$ cat src/rtl/serializer_frame_param.sv
// Frame serializer: snapshots NUM_WORDS x WORD_WIDTH bits on a valid/ready load
// and shifts them out one bit per enabled clock, with back-to-back frame support.
module serializer_frame_param #(
    parameter int WORD_WIDTH = 32,
    parameter int NUM_WORDS  = 8,
    parameter int MSB_FIRST  = 0,
    parameter int IDLE_LEVEL = 0,
    localparam int BW = (WORD_WIDTH > 2) ? $clog2(WORD_WIDTH) : 1,
    localparam int WW = (NUM_WORDS > 2) ? $clog2(NUM_WORDS) : 1
) (
    input  logic                            CLK,
    input  logic                            RESET,
    input  logic                            ENABLE,
    input  logic [NUM_WORDS*WORD_WIDTH-1:0] PAR_IN,
    input  logic                            LOAD_VALID,
    output logic                            LOAD_READY,
    output logic                            SERIAL_OUT,
    output logic                            SERIAL_VALID,
    output logic                            WORD_START,
    output logic                            FRAME_START,
    output logic                            FRAME_LAST,
    output logic [BW-1:0]                   BIT_COUNT,
    output logic [WW-1:0]                   WORD_COUNT
);

    localparam int   TOTAL    = NUM_WORDS * WORD_WIDTH;
    localparam int   IW       = $clog2(TOTAL);
    localparam logic IDLE_BIT = 1'(IDLE_LEVEL);

    typedef enum logic {IDLE, SHIFT} state_t;

    state_t             state;
    logic [TOTAL-1:0]   shadow;
    logic               accept;
    logic               last_bit;
    logic               last_word;
    logic [BW-1:0]      next_bit;
    logic [WW-1:0]      next_word;
    logic               next_serial;
    logic               first_serial;

    // Maps (word, send-order bit) to a flat position in the frame register.
    function automatic logic [IW-1:0] bit_index(input logic [WW-1:0] w, input logic [BW-1:0] b);
        int pos;
        pos = (MSB_FIRST != 0) ? (WORD_WIDTH - 1 - int'(b)) : int'(b);
        return IW'(int'(w) * WORD_WIDTH + pos);
    endfunction

    assign LOAD_READY = ENABLE && (state == IDLE || (state == SHIFT && FRAME_LAST));
    assign accept     = LOAD_VALID && LOAD_READY;

    always_comb begin
        last_bit     = (BIT_COUNT == BW'(WORD_WIDTH - 1));
        last_word    = (WORD_COUNT == WW'(NUM_WORDS - 1));
        next_bit     = last_bit ? '0 : BIT_COUNT + BW'(1);
        next_word    = WORD_COUNT;
        if (last_bit) begin
            next_word = last_word ? '0 : WORD_COUNT + WW'(1);
        end
        next_serial  = shadow[bit_index(next_word, next_bit)];
        first_serial = PAR_IN[bit_index('0, '0)];
    end

    // Flags are registered alongside the counters so they change on the same edge.
    always_ff @(posedge CLK or posedge RESET) begin
        if (RESET) begin
            state        <= IDLE;
            shadow       <= '0;
            BIT_COUNT    <= '0;
            WORD_COUNT   <= '0;
            SERIAL_OUT   <= IDLE_BIT;
            SERIAL_VALID <= 1'b0;
            WORD_START   <= 1'b0;
            FRAME_START  <= 1'b0;
            FRAME_LAST   <= 1'b0;
        end else if (ENABLE) begin
            if (accept) begin
                shadow       <= PAR_IN;
                state        <= SHIFT;
                BIT_COUNT    <= '0;
                WORD_COUNT   <= '0;
                SERIAL_OUT   <= first_serial;
                SERIAL_VALID <= 1'b1;
                WORD_START   <= 1'b1;
                FRAME_START  <= 1'b1;
                FRAME_LAST   <= 1'b0;
            end else if (state == SHIFT) begin
                if (FRAME_LAST) begin
                    state        <= IDLE;
                    BIT_COUNT    <= '0;
                    WORD_COUNT   <= '0;
                    SERIAL_OUT   <= IDLE_BIT;
                    SERIAL_VALID <= 1'b0;
                    WORD_START   <= 1'b0;
                    FRAME_START  <= 1'b0;
                    FRAME_LAST   <= 1'b0;
                end else begin
                    BIT_COUNT    <= next_bit;
                    WORD_COUNT   <= next_word;
                    SERIAL_OUT   <= next_serial;
                    WORD_START   <= (next_bit == '0);
                    FRAME_START  <= (next_bit == '0) && (next_word == '0);
                    FRAME_LAST   <= (next_bit == BW'(WORD_WIDTH - 1)) &&
                                    (next_word == WW'(NUM_WORDS - 1));
                end
            end
        end
    end

endmodule

$ cat config.mk
export PLATFORM = sky130hd
export DESIGN_NAME = serializer_frame_param
export DESIGN_NICKNAME = d
export VERILOG_FILES = /design/src/rtl/serializer_frame_param.sv
export SDC_FILE = /design/constraint.sdc
export NUM_CORES = 1
export LEC_CHECK = 0
export ABC_AREA = 1
export CORE_MARGIN = 2
export CORE_UTILIZATION = 50
export CTS_CLUSTER_DIAMETER = 100
export DETAILED_ROUTE_END_ITERATION = 16
export PLACE_DENSITY = 0.77
export SLEW_MARGIN = 5
export SYNTH_ARGS = -nofsm -noshare
export SYNTH_HDL_FRONTEND = slang
export SYNTH_SLANG_ARGS = --single-unit
export TNS_END_PERCENT = 20
$ cat constraint.sdc
create_clock -name CLK -period 21 [get_ports CLK]
set_clock_uncertainty 0.2 [all_clocks]
set_input_delay 4.2 -clock CLK [delete_from_list [all_inputs] [get_ports CLK]]
set_output_delay 4.2 -clock CLK [all_outputs]
set_load 0.02 [all_outputs]
==> impl_summary.log, run 1 <==
INFO  metric status = finished clean
INFO  metric die_width = 164 um
INFO  metric p_seq_frac = 0.361
INFO  metric std_cell_core_area = 0.0252 sq mm
INFO  metric min_setup_slack_post_route = 11,030 ps
INFO  metric timing.critical_path.from_type = input pin
INFO  metric first_pass_grt_wire_length = 60.3 mm
INFO  metric detail_route.first_pass.iterations = 7
INFO  metric count_of_input_and_output_buffers = 273
INFO  metric total_net_switching_power = 0.684 mW
INFO  metric yosysUniqueCellTypes = 24
INFO  metric critPathArrivalTime = 5570 ps
INFO  metric num-fill-cells = 2,139
INFO  metric final-max-slew-violation-count = 0
INFO  metric part_of_the_total_power_dissipated_in_combinational_logic = 0.351
INFO  metric die_height = 164 um
INFO  metric fmax = 100 MHz
INFO  metric synth-seq-area-share = 0.527
INFO  metric tightest_slew = 1200 ps
INFO  metric post_cts.repair.setup_buffers = 0
INFO  metric final_nets = 2,182
INFO  metric rsz0062_at_grt = no
INFO  metric track_usage = 0.282
INFO  metric grt_antenna_before_repair = 2
INFO  metric drt-wirelength-per-cell = 16.7 um
INFO  metric postCtsResizedCells = 0
INFO  metric ir_drop = 68.0 uV
INFO  metric place_inst = 2,215
INFO  metric ctsLongestPathBuffers = 3
INFO  metric cts_tree = done
INFO  metric floorplan.rows = 58
INFO  metric layout-drive-gt1-share = 0.0377
INFO  metric cts_max_level = 1
INFO  metric synth-warning-count = 0
INFO  metric total_power = 1.87 mW
INFO  metric number_of_standard_cells_in_the_final_layout_excluding_fillers = 2,269
INFO  metric area_overhead_of_the_layout_relative_to_synthesis = 29.1%
INFO  metric timing.hold.ws = 271 ps
INFO  metric fin_area = 0.0166 sq mm
INFO  metric layout.area.seq = 0.00676 sq mm
INFO  metric min_period = 9970 ps
INFO  metric yosysTopAreaCellShare = 0.527
INFO  metric clkTransAtPathRegs = 60 ps
INFO  metric setup_viol = 0
INFO  metric postSynthCellCount = 1,707
INFO  metric initial_utilization = 0.510
INFO  metric total_leakage_power = 8.22 nW
INFO  metric multi_input_area = 0.00535 sq mm
INFO  metric clk-insertion-delay-late = 540 ps
INFO  metric finish.utilization = 0.658
INFO  metric synth_largest_area_cell = dfrtp_1
INFO  metric number_of_cts_inserted_buffers = 29
INFO  metric synth.avg_cell_area = 7.52 sq um
INFO  metric grt_max_degree = 236
INFO  metric hold_path_class = flip-flop to flip-flop
INFO  metric portion_of_the_clock_cycle_consumed_by_the_worst_path_in_the_final_layout = 0.475
INFO  metric timing.slew.headroom = 0.197
INFO  metric ant_nets = 0
INFO  metric switching_share = 0.365
INFO  metric worstPathRequired = 16,600 ps
INFO  metric drv_cap = 0
INFO  metric drt_iter0_markers = 1,244
INFO  metric avgViaCountPerCell = 5.32
INFO  metric powerDensity = 113 mW/mm^2
INFO  metric detail_route.wirelength = 37.9 mm
INFO  metric critPathKind = input pin to primary output
INFO  metric dpl.hpwl = 23.3 mm
INFO  metric timing_hold_violations_final = 0
INFO  metric dp_slack = 11,040 ps
INFO  metric internal-power = 1.19 mW
INFO  metric worst-path-max-fanout = 4
INFO  metric yosys-top-cells-area = dfrtp_1, nand2_1, nand3_1
INFO  metric synth_seq_cells = 270
INFO  metric place.gp.congestion = 0.809
INFO  metric timing.setup.tns = 0 ps
INFO  metric cts_root_buffer_type = clkbuf_16
INFO  metric fp.dieArea = 0.0270 sq mm
INFO  metric syn-cell-area = 0.0128 sq mm
INFO  metric dpl-instance-area = 0.0156 sq mm
INFO  metric cts.sink_count = 270
INFO  metric end_kind = primary output
INFO  metric first_global_vias = 11,700
INFO  metric num_io_pins = 274
INFO  metric route.vias.total = 12,100
INFO  metric syn_nets = 1,973
INFO  metric post_cts_hold_buffer_count = 0
INFO  metric clkPwrFrac = 0.289
INFO  metric overflow = 0
INFO  metric drc = 0
worst max-delay path, stage by stage:
cell and delay (ps):
clkdlybuf4s50_1 540, inv_1 80, nor2_1 130, clkdlybuf4s50_1 620
state kept, by name, indices dropped and copies added, names as in the netlist:
| signal | count |
|---|---|
| shadow | 256 |
| FRAME_START | 1 |
| FRAME_LAST | 1 |
| state | 1 |
| WORD_START | 1 |
| SERIAL_VALID | 1 |
| WORD_COUNT | 3 |
| BIT_COUNT | 5 |
| SERIAL_OUT | 1 |
power by group through the flow:
stage | clock network [mW] | logic (mW) | registers, mW
after floorplan | 0 | 0.425 | 0.680
after global placement | 0 | 0.643 | 0.677
after detailed placement | 0 | 0.651 | 0.681
after CTS | 0.547 | 0.655 | 0.674
after global routing | 0.569 | 0.731 | 0.687
final | 0.541 | 0.657 | 0.675
area by class of cell:
cell class / count / area share
inverter: 51 / 0.0124
tap: 330 / 0.0249
timing repair buffer: 285 / 0.171
clock buffer: 36 / 0.0460
sequential: 270 / 0.408
antenna: 2 / 0.000302
multi-input combinational: 1279 / 0.323
clock inverter: 16 / 0.0144
cells in the final DEF, fill, tap and decap left out, types with 3 or more instances in the layout:
cell             Yosys  layout
o211ai_1            11      11
clkbuf_16            0      29
buf_4               10      11
o21ai_0             60      60
inv_1               45      42
nand3_1            228     228
a21oi_1             23      23
nor2_4               3       4
bufinv_16            0       6
clkdlybuf4s50_1      0     273
inv_2                4       4
clkinvlp_4           0       3
dfrtp_1            270     270
nor2_1               8       7
clkbuf_1            29       6
clkinv_2             0       8
ha_1                 6       5
nand2_1            928     928
o22ai_1              4       4
cells by family (layout without fill, tap and decap cells):
family	Yosys count	after routing	synth area share
adders and majority gates	6	6	0.00585
buffers and inverters	158	388	0.0571
DFF	270	270	0.527
other	0	2	0
AOI/OAI and AO/OA	101	101	0.0424
and+or+nand+nor	1172	1172	0.368
Yosys cell counts:
cell and count:
nand2_1 928, dfrtp_1 270, nand3_1 228, o21ai_0 60, buf_2 58, inv_1 45
clkbuf_1 29, a21oi_1 23, o211ai_1 11, buf_4 10, nor2_1 8, buf_1 6
ha_1 6, buf_6 4, inv_2 4, o22ai_1 4, nor2_4 3, clkinv_1 2
nor3_1 2, or2_2 2, a21o_1 1, nand2_4 1, o21ai_1 1, o41ai_1 1
final timing paths:
check	startpoint	endpoint	slack (ps)	cells after the start
max	ENABLE	LOAD_READY	11030	4
min in group asynchronous	RESET	shadow[42]	4010	2
min	shadow[75]	shadow[75]	270	2
max reg2reg	BIT_COUNT[0]	SERIAL_OUT	16230	14
min reg2reg	shadow[75]	shadow[75]	270	2
max in group asynchronous	RESET	shadow[114]	15040	3
metal layers:
metal / up-vias / share of wire / track usage
met3: 96 / 0.077 / 0.0439
met4: 2 / 0.039 / 0.111
met1: 5702 / 0.43 / 0.391
met2: 477 / 0.46 / 0.446
li1: 5785 / - / -
met5: - / 0.00032 / 0
(Power assumes the default switching activity.)
==> run 2: changes to the inputs <==
==> constraint.sdc (replaced) <==
create_clock -name CLK -period 9.8 [get_ports CLK]
set_clock_uncertainty 0.2 [all_clocks]
set_input_delay 1.96 -clock CLK [delete_from_list [all_inputs] [get_ports CLK]]
set_output_delay 1.96 -clock CLK [all_outputs]
set_load 0.02 [all_outputs]
==> impl_summary.log, run 2 (synthesis results as in run 1) <==
INFO  metric clkTransAtPathRegs = 60 ps
INFO  metric timing.critical_path.from_type = input pin
INFO  metric tightest_slew = 1240 ps
INFO  metric cts_tree = done
INFO  metric post_cts_hold_buffer_count = 0
INFO  metric min_setup_slack_post_route = 4320 ps
INFO  metric initial_utilization = 0.510
INFO  metric cts_max_level = 1
INFO  metric final_common_cell = nand2_1
INFO  metric fmax = 182 MHz
INFO  metric min_period = 5480 ps
INFO  metric timing_hold_violations_final = 0
INFO  metric detail_route.wirelength = 37.3 mm
INFO  metric rsz0062_at_grt = no
INFO  metric std_cell_core_area = 0.0252 sq mm
INFO  metric crit_start = ENABLE
INFO  metric hold_path_class = flip-flop to flip-flop
INFO  metric cts_root_buffer_type = clkbuf_16
INFO  metric endpoint = LOAD_READY
INFO  metric powerDensity = 241 mW/mm^2
INFO  metric route.vias.total = 12,000
INFO  metric critical_path_cell_list = clkdlybuf4s50_1, inv_1, nor2_1, clkdlybuf4s50_1
INFO  metric timing.slew.headroom = 0.172
INFO  metric finish.utilization = 0.658
INFO  metric met3WireLength = 2.32 mm
INFO  metric cpMostUsedCell = clkdlybuf4s50_1
INFO  metric fin_area = 0.0166 sq mm
INFO  metric total_power = 4.00 mW
INFO  metric wirelength_met1 = 16.3 mm
INFO  metric first_global_vias = 11,600
INFO  metric grt_max_degree = 138
INFO  metric critPathKind = input pin to primary output
INFO  metric biggestRegsByFlops = shadow x256, BIT_COUNT x5, WORD_COUNT x3
INFO  metric die_height = 164 um
INFO  metric end_kind = primary output
INFO  metric overflow = 0
INFO  metric critPathArrivalTime = 3320 ps
INFO  metric fp.dieArea = 0.0270 sq mm
INFO  metric worstPathRequired = 7640 ps
INFO  metric track_usage = 0.278
INFO  metric grt_antenna_before_repair = 1
INFO  metric num-fill-cells = 2,107
INFO  metric layout-drive-gt1-share = 0.0376
INFO  metric ir_drop = 163 uV
INFO  metric count_of_input_and_output_buffers = 273
INFO  metric ant_nets = 0
INFO  metric area_overhead_of_the_layout_relative_to_synthesis = 29.2%
INFO  metric final_nets = 2,183
INFO  metric largest_register_ffs = 256
INFO  metric cts.sink_count = 270
INFO  metric number_of_cts_inserted_buffers = 29
INFO  metric mostFrequentLayoutCells = nand2_1, clkdlybuf4s50_1, dfrtp_1
INFO  metric floorplan.rows = 58
INFO  metric dpl.hpwl = 23.6 mm
INFO  metric first_pass_grt_wire_length = 59.5 mm
INFO  metric worst-path-max-fanout = 4
INFO  metric status = finished clean
INFO  metric reg2reg_to = SERIAL_OUT
INFO  metric register_to_register_path_depth = 17
INFO  metric postCtsResizedCells = 0
INFO  metric dp_slack = 4320 ps
INFO  metric post_cts.repair.setup_buffers = 0
INFO  metric timing.setup.tns = 0 ps
INFO  metric avgViaCountPerCell = 5.29
INFO  metric clk-insertion-delay-late = 560 ps
INFO  metric drt_iter0_markers = 1,202
INFO  metric total_leakage_power = 8.24 nW
INFO  metric ctsLongestPathBuffers = 3
INFO  metric drc = 0
INFO  metric drt-wirelength-per-cell = 16.4 um
INFO  metric drv_cap = 0
INFO  metric critical-path-max-stage-delay = 630 ps
INFO  metric regMostFlops = shadow
INFO  metric met2RoutedLength = 17.6 mm
INFO  metric final-max-slew-violation-count = 0
INFO  metric dpl-instance-area = 0.0156 sq mm
INFO  metric place.gp.congestion = 0.804
INFO  metric worst_path_max_delay_cell = clkdlybuf4s50_1
INFO  metric detail_route.first_pass.iterations = 5
INFO  metric dr.max_layer_used = met4
INFO  metric critical_path.reg2reg.startpoint = BIT_COUNT[0]
INFO  metric setup_viol = 0
INFO  metric portion_of_the_clock_cycle_consumed_by_the_worst_path_in_the_final_layout = 0.559
INFO  metric die_width = 164 um
INFO  metric num_io_pins = 274
INFO  metric reg2reg_setup_slack = 5870 ps
==> run 2: critical path, delay by kind of cell <==
kind | cells | cell delay (ps)
buffers and inverters | 3 | 1220
AND/OR/NAND/NOR | 1 | 140
==> run 2: worst min path at each step <==
stage,from,end,slack (ps),depth (start not counted)
6_report,shadow[173],shadow[173],270,2
4_1_cts,shadow[95],shadow[95],270,2
3_3_place_gp,shadow[170],shadow[170],250,2
2_1_floorplan,shadow[109],shadow[109],240,2
3_5_place_dp,shadow[95],shadow[95],260,2
5_1_grt,shadow[89],shadow[89],290,2
==> run 2: layout make-up <==
cell class	instances	area, sq um	area share
antenna	1	2.50	0.000151
tap	330	413	0.0249
timing repair buffer	286	2840	0.172
clock inverter	12	191	0.0116
sequential	270	6760	0.408
multi-input combinational	1279	5350	0.323
clock buffer	41	811	0.0489
inverter	51	205	0.0124
==> run 2: where the power goes <==
| part | total, mW | switching, mW | internal [mW] |
|---|---|---|---|
| Clock | 1.15 | 0.444 | 0.705 |
| Combinational | 1.40 | 0.889 | 0.511 |
| Sequential | 1.45 | 0.117 | 1.33 |
==> run 2: layer usage <==
metal / vias to the layer above / GRT usage
met5: - / 0
met4: 0 / 0.0909
met3: 83 / 0.0369
met2: 423 / 0.451
met1: 5705 / 0.388
li1: 5788 / -
==> run 2: stage by stage <==
step	cells	hold slack [ps]
after floorplan	1707	242
after global placement	2216	253
after detailed placement	2216	258
after CTS	2269	273
after global routing	2270	287
final	2270	271
